`src/rtl/control_sequencer.sv`:
```
// Multi-cycle control sequencer for a small LEGv8-style datapath.
// Fetches into IR, decodes to a 29-bit control word plus 64-bit literal, and counts retired instructions.
module control_sequencer #(
  parameter int CNT_W = 16
) (
  input  logic             clock,
  input  logic             reset,
  input  logic [31:0]      instruction,
  input  logic [4:0]       status,
  output logic [28:0]      control_word,
  output logic [63:0]      literal,
  output logic             illegal,
  output logic [CNT_W-1:0] retired
);

  typedef enum logic [1:0] {FETCH, EXEC, MEM, ILLEGAL} state_t;

  localparam logic [10:0] OP_ADD  = 11'b10001011000;
  localparam logic [10:0] OP_SUB  = 11'b11001011000;
  localparam logic [10:0] OP_AND  = 11'b10001010000;
  localparam logic [10:0] OP_ORR  = 11'b10101010000;
  localparam logic [10:0] OP_LDUR = 11'b11111000010;
  localparam logic [10:0] OP_STUR = 11'b11111000000;
  localparam logic [9:0]  OP_ADDI = 10'b1001000100;
  localparam logic [7:0]  OP_CBZ  = 8'b10110100;
  localparam logic [5:0]  OP_B    = 6'b000101;

  localparam logic [4:0]  FS_ADD  = 5'b01000;

  state_t      state, next_state;
  logic [31:0] ir;
  logic [4:0]  rd, rn, rm;
  logic [63:0] mem_offset;

  logic [4:0]  sa, sb, da, fs;
  logic        reg_write, mem_write, bsel, en_mem, en_alu, sl, il;
  logic [1:0]  ps;

  logic        unused_status;

  assign rd = ir[4:0];
  assign rn = ir[9:5];
  assign rm = ir[20:16];
  assign mem_offset = {{55{ir[20]}}, ir[20:12]};
  assign unused_status = ^status[4:1];

  assign control_word = {sa, sb, da, reg_write, mem_write, fs, bsel, en_mem, en_alu, sl, il, ps};
  assign illegal      = (state == ILLEGAL);

  always_comb begin
    sa         = '0;
    sb         = '0;
    da         = '0;
    fs         = '0;
    reg_write  = 1'b0;
    mem_write  = 1'b0;
    bsel       = 1'b0;
    en_mem     = 1'b0;
    en_alu     = 1'b0;
    sl         = 1'b0;
    il         = 1'b0;
    ps         = 2'b00;
    literal    = '0;
    next_state = state;

    unique case (state)
      FETCH: begin
        il         = 1'b1;
        next_state = EXEC;
      end

      EXEC: begin
        next_state = FETCH;
        if (ir[31:21] == OP_ADD || ir[31:21] == OP_SUB ||
            ir[31:21] == OP_AND || ir[31:21] == OP_ORR) begin
          sa        = rn;
          sb        = rm;
          da        = rd;
          reg_write = 1'b1;
          en_alu    = 1'b1;
          ps        = 2'b01;
          unique case (ir[31:21])
            OP_ADD:  fs = FS_ADD;
            OP_SUB:  begin fs = 5'b01001; sl = 1'b1; end
            OP_AND:  fs = 5'b00000;
            default: fs = 5'b00100;
          endcase
        end else if (ir[31:22] == OP_ADDI) begin
          sa        = rn;
          da        = rd;
          bsel      = 1'b1;
          fs        = FS_ADD;
          reg_write = 1'b1;
          en_alu    = 1'b1;
          ps        = 2'b01;
          literal   = {52'b0, ir[21:10]};
        end else if (ir[31:21] == OP_LDUR) begin
          // Address phase only; the register write happens in MEM.
          sa         = rn;
          bsel       = 1'b1;
          fs         = FS_ADD;
          literal    = mem_offset;
          next_state = MEM;
        end else if (ir[31:21] == OP_STUR) begin
          sa        = rn;
          sb        = rd;
          bsel      = 1'b1;
          fs        = FS_ADD;
          mem_write = 1'b1;
          ps        = 2'b01;
          literal   = mem_offset;
        end else if (ir[31:24] == OP_CBZ) begin
          sa      = 5'd31;
          sb      = rd;
          fs      = FS_ADD;
          ps      = status[0] ? 2'b10 : 2'b01;
          literal = {{45{ir[23]}}, ir[23:5]};
        end else if (ir[31:26] == OP_B) begin
          ps      = 2'b10;
          literal = {{38{ir[25]}}, ir[25:0]};
        end else begin
          next_state = ILLEGAL;
        end
      end

      MEM: begin
        sa         = rn;
        da         = rd;
        bsel       = 1'b1;
        fs         = FS_ADD;
        reg_write  = 1'b1;
        en_mem     = 1'b1;
        ps         = 2'b01;
        literal    = mem_offset;
        next_state = FETCH;
      end

      default: next_state = ILLEGAL;
    endcase
  end

  always_ff @(posedge clock or negedge reset) begin
    if (!reset) begin
      state   <= FETCH;
      ir      <= '0;
      retired <= '0;
    end else begin
      state <= next_state;
      if (state == FETCH) ir <= instruction;
      // Any exit to FETCH with a moving PC completes an instruction.
      if (next_state == FETCH && ps != 2'b00) retired <= retired + CNT_W'(1);
    end
  end

endmodule

```
`config.mk`:
```
export PLATFORM = sky130hd
export DESIGN_NAME = control_sequencer
export DESIGN_NICKNAME = d
export VERILOG_FILES = /design/src/rtl/control_sequencer.sv
export SDC_FILE = /design/constraint.sdc
export NUM_CORES = 1
export LEC_CHECK = 0
export CAP_MARGIN = 20
export CORE_UTILIZATION = 45
export CTS_CLUSTER_SIZE = 12
export DETAILED_ROUTE_END_ITERATION = 8
export PLACE_DENSITY = 0.83
export SYNTH_ARGS = -nofsm -noshare
export SYNTH_HDL_FRONTEND = slang
export SYNTH_SLANG_ARGS = --single-unit
export TNS_END_PERCENT = 20
```
`constraint.sdc`:
```
create_clock -name clock -period 5.15 [get_ports clock]
set_clock_uncertainty 0.15 [all_clocks]
set_input_delay 1.03 -clock clock [delete_from_list [all_inputs] [get_ports clock]]
set_output_delay 1.03 -clock clock [all_outputs]
set_load 0.03 [all_outputs]
```
==> reports/metrics.yaml, run 1 <==
ant_nets: 0
drive_gt1_frac: 0.116
hpwl_um: 7570
cts_tree: "built"
htreeDepth: 2
clk_pin_slew_ns: 0.09
yosys-top-cells-area: "dfrtp_1 (34%), buf_4 (9.7%), mux2_2 (9.7%), o21a_1 (4.0%), xnor2_1 (3.5%)"
port_buffers: 142
cts_hold_buf: 0
peakVddDrop_v: 0.000352
final_nets: 519
cts.repair.resized: 0
start_util: 0.473
dp_slack_ns: 0.775
yosysTopAreaCell: "dfrtp_1"
yosys_warnings: 0
critPathRequiredTime_ns: 3.97
place.gp.congestion: 0.853
power_leakage_nw: 1.80
final.period_utilization: 0.934
min_from: "retired[12]"
synth_cells: 396
die_w_um: 92.8
core-area_um2: 7850
worstSkewPairLatency_ns: 0.29
antenna_found_initial: 0
drc_errors: 0
hold_viol_final: 0
outcome: "complete, no violations"
end_kind: "output port"
async_flop_share: 1.00
wirelength_um: 10400
grt_pass1_wl_um: 16200
cts-buffers-inserted: 5
row_count: 32
rrSetupSlack_ns: 2.18
first_global_vias: 3187
arrival_ns: 3.63
place_area_um2: 4830
ys_top_cells_by_count: "dfrtp_1 (50), buf_4 (48), mux2_2 (32), nand2_1 (26), a21oi_1 (24)"
post_cts_buffers: 0
final_cell_area_um2: 4940
cap_viol_max_count: 0
dieArea_um2: 8620
cts_buffer_depth: 2
tns_ns: 0
slew_headroom: 0.459
grt_usage: 0.239
synth-edff-count: 0
routed_via_density: 5.92
wl_per_cell_um: 18.0
timing_max_transition_violations_final: 0
critPathMaxStageDelay_ns: 0.66
drt_pre_antenna_iters: 5
crit_path_start_kind: "flip-flop"
hold_path.class: "flip-flop to flip-flop"
io_pins: 149
cts_root_buf: "clkbuf_8"
cpMaxStageDelayCell: "nand2_1"
drtIter0Drc: 228
ys_seq_elements: 50
worstReg2RegStart: "state[1]"
clkSinkCount: 50
syn_area_per_cell_um2: 9.38
worst_slew_pin_slew_ns: 0.812
synth_top_area_frac: 0.337
synth-main-ff-cell: "dfrtp_1"
setup_violations: 0
die_h_um: 92.8
grt_max_degree: 40
max_freq_ghz: 0.208
path_cells: "nor4_1 > nand3_1 > nand2_1 > o21ba_2 > a22o_1 > clkdlybuf4s50_1"
diodes: 0
setup_ws_ns: 0.340
syn_area_um2: 3710
grt-ovfl-total: 0
cp_max_fo: 17
vias: 3413
synth_most_common_cell: "dfrtp_1"
startpoint: "ir[30]"
seq_area_frac_synth: 0.337
synth_cell_types: 51
fin_crit_ns: 4.81
critPathKind: "flip-flop to output port"
area_growth_pct: 33.2
power_density_nw_per_um2: 513
rsz0062_at_grt: "false"
-- worst max-delay path, delay by kind of cell (launching register included) --
family / cells / cell delay [ns]
AO/OA/AOI/OAI: 2 / 0.57
flip-flops: 1 / 0.50
AND/OR/NAND/NOR: 3 / 1.66
buffers and inverters: 1 / 0.60
-- registers in the layout, summed over array words and instances (netlist names) --
register / flops
state: 2
retired: 16
ir: 32
-- layout make-up --
class,instances,area (µm²)
Inverter,6,22.5
Fill cell,668,2900
Clock inverter,1,30.0
Sequential cell,50,1250
Clock buffer,6,82.6
Tap cell,102,128
Timing Repair Buffer,149,1480
Multi-Input combinational cell,263,1950
-- final timing paths --
kind | end | depth (start not counted)
min reg2reg | retired[12] | 1
max | control_word[22] | 6
max reg2reg | retired[1] | 7
min in group asynchronous | ir[6] | 1
min | retired[12] | 1
max in group asynchronous | ir[25] | 2
-- per-layer routing --
layer,share of wire,track usage
met5,0,0
met4,0.018,0.0731
met3,0.096,0.0394
met2,0.47,0.387
met1,0.42,0.326
-- cells in the final DEF, fill, tap and decap left out, drive strengths merged, types with 2 or more instances in the layout --
cell type	count
nor3	3
nand3	4
o21a	20
o2111ai	10
and2	11
and3	9
clkdlybuf4s50	141
a21boi	8
dfrtp	50
buf	8
a22oi	16
a21oi	24
o21bai	2
nand2	26
a211o	6
o21ai	9
nor3b	8
xnor2	15
a21o	2
a22o	5
o22ai	6
nor2	8
and4	4
a31oi	4
clkbuf	6
mux2	32
o211ai	5
conb	2
inv	6
a222oi	2
ha	5
nand4	2
nor4	5
-- where the power goes --
group          total (mW)  leakage, nW  internal (mW)  switching (mW)
logic                1.45         1.13          0.627           0.824
registers           0.803        0.614          0.546           0.257
clock network       0.282       0.0573          0.156           0.126
-- metrics by stage --
stage                      util  power, mW  std cells  hold WS (ns)
final                     0.630       2.54        577         0.346
after global routing      0.630       2.67        577         0.377
after CTS                 0.630       2.54        577         0.350
after detailed placement  0.616       2.25        570         0.332
after global placement    0.613       2.21        569         0.312
after floorplan               -       1.81        397         0.360
-- cell families (layout without fill, tap and decap cells) --
| group | Yosys count | after routing | share of synthesized area |
|---|---|---|---|
| AOI/OAI and AO/OA | 122 | 122 | 0.234 |
| muxes | 33 | 33 | 0.0997 |
| xor gates and xnor gates | 15 | 15 | 0.0354 |
| DFF | 50 | 50 | 0.337 |
| and+or+nand+nor | 86 | 86 | 0.137 |
| other | 1 | 2 | 0.00101 |
| adders and majority gates | 5 | 5 | 0.0168 |
| buffers and inverters | 84 | 162 | 0.139 |
(Power assumes the default switching activity.)
==> run 2, diff against run 1 <==
--- a/config.mk
+++ b/config.mk
@@ -6,10 +6,10 @@
 export NUM_CORES = 1
 export LEC_CHECK = 0
 export CAP_MARGIN = 20
-export CORE_UTILIZATION = 45
+export CORE_UTILIZATION = 40
 export CTS_CLUSTER_SIZE = 12
 export DETAILED_ROUTE_END_ITERATION = 8
-export PLACE_DENSITY = 0.83
+export PLACE_DENSITY = 0.78
 export SYNTH_ARGS = -nofsm -noshare
 export SYNTH_HDL_FRONTEND = slang
 export SYNTH_SLANG_ARGS = --single-unit
==> constraint.sdc (replaced) <==
create_clock -name clock -period 4.1 [get_ports clock]
set_clock_uncertainty 0.15 [all_clocks]
set_input_delay 0.82 -clock clock [delete_from_list [all_inputs] [get_ports clock]]
set_output_delay 0.82 -clock clock [all_outputs]
set_load 0.03 [all_outputs]
==> reports/metrics.yaml, run 2 (same netlist as run 1, synthesis figures left out) <==
outcome: "complete, no violations"
worstReg2RegStart: "ir[25]"
fillCellCount: 772
grt-ovfl-total: 0
rsz0062_at_grt: "false"
core-area_um2: 8850
post_cts_buffers: 0
drive_gt1_frac: 0.219
diodes: 0
final_common_cell: "clkdlybuf4s50_1"
final_cell_mix: "clkdlybuf4s50_1 (98), buf_4 (54), dfrtp_1 (50)"
r2r-end: "retired[1]"
clkSinkCount: 50
cts-buffers-inserted: 5
rr_worst_depth: 6
p_clk_frac: 0.092
arrival_ns: 2.93
cts_root_buf: "clkbuf_8"
cp_max_fo: 15
dp_slack_ns: 0.395
hpwl_um: 7540
area_growth_pct: 32.5
crit_end: "control_word[10]"
peakVddDrop_v: 0.000417
vias: 3344
worst_slew_pin_slew_ns: 0.602
final_nets: 528
grt_usage: 0.216
final.period_utilization: 0.951
cts_hold_buf: 0
power_leakage_nw: 1.99
port_buffers: 142
cts_buffer_depth: 2
crit_path_start_kind: "flip-flop"
timing_max_transition_violations_final: 0
clk_pin_slew_ns: 0.09
drtIter0Drc: 310
dieArea_um2: 9670
slew_headroom: 0.598
startpoint: "ir[30]"
drt_pre_antenna_iters: 9
power_density_nw_per_um2: 638
p_seq_frac: 0.316
grt_pass1_wl_um: 16700
critPathRequiredTime_ns: 3.13
netSwitchingFraction: 0.488
drc_errors: 0
fin_crit_ns: 3.90
rrSetupSlack_ns: 1.47
largest_reg_flops: 32
setup_violations: 0
first_global_vias: 3175
internal_power_mw: 1.61
wl_per_cell_um: 17.4
die_w_um: 98.4
ant_nets: 0
routed_via_density: 5.65
start_util: 0.420
row_count: 34
whs_path_depth: 1
place.gp.congestion: 0.877
grt_max_degree: 51
p_sw_mw: 1.53
wirelength_um: 10300
hold_viol_final: 0
top_regs: "ir: 32 flops, retired: 16 flops, state: 2 flops"
tns_ns: 0
cap_viol_max_count: 0
end_kind: "output port"
io_pins: 149
hold_path.class: "flip-flop to flip-flop"
combPwrFrac: 0.591
critPathKind: "flip-flop to output port"
setup_ws_ns: 0.200
max_freq_ghz: 0.256
die_h_um: 98.4
cts_tree: "built"
worstSkewPairLatency_ns: 0.31
htreeDepth: 2
holdWs_ns: 0.334
antenna_found_initial: 0
top_register: "ir"
[run 2: how the worst min path moves through the flow]
stage	to	from
2_1_floorplan	ir[25]	ir[25]
3_3_place_gp	retired[15]	retired[15]
3_5_place_dp	retired[15]	retired[15]
4_1_cts	retired[15]	retired[15]
5_1_grt	retired[15]	retired[15]
6_report	retired[15]	retired[15]
[run 2: layout make-up]
cell class	instances	area, µm²	area share
Timing Repair Buffer	158	1460	0.297
Clock buffer	5	68.8	0.0140
Multi-Input combinational cell	263	1970	0.400
Inverter	6	22.5	0.00458
Clock inverter	2	13.8	0.00280
Sequential cell	50	1250	0.254
Tap cell	108	135	0.0275
[run 2: through the flow]
stage                     utilization  power (mW)  cells  area [µm²]
after floorplan                     -        2.27    397        3720
after global placement          0.541        2.80    584        4790
after detailed placement        0.541        2.84    584        4790
after CTS                       0.551        3.13    591        4870
after global routing            0.556        3.34    592        4920
final                           0.556        3.14    592        4920
[run 2: power groups by stage]
stage | sequential [mW] | combinational, mW | clock, mW
after floorplan | 0.899 | 1.37 | 0
after global placement | 0.987 | 1.82 | 0
after detailed placement | 0.994 | 1.84 | 0
after CTS | 0.984 | 1.85 | 0.297
after global routing | 1.03 | 1.99 | 0.317
final | 0.993 | 1.86 | 0.289
[run 2: worst max-delay path: stages (launching register included)]
cell	delay [ns]
dfrtp_1	0.39
buf_4	0.17
nor4_1	0.40
nand3_1	0.16
buf_4	0.22
o211ai_1	0.10
a21oi_1	0.19
nor3b_1	0.23
clkdlybuf4s50_1	0.75
[run 2: timing repair]
| action | 4_1_cts | 5_1_grt |
|---|---|---|
| gates resized for setup | 0 | 8 |
| endpoints found under the hold margin | 0 | 0 |
| setup endpoints to repair | 0 | 34 |
[run 2: layer usage]
layer	GRT usage	routed length, µm	share of wire	vias to the layer above
li1	-	-	-	1573
met1	0.306	4730	0.46	1586
met2	0.349	4710	0.46	171
met3	0.0372	794	0.077	14
met4	0.0379	87	0.0084	0
met5	0	0	0	-
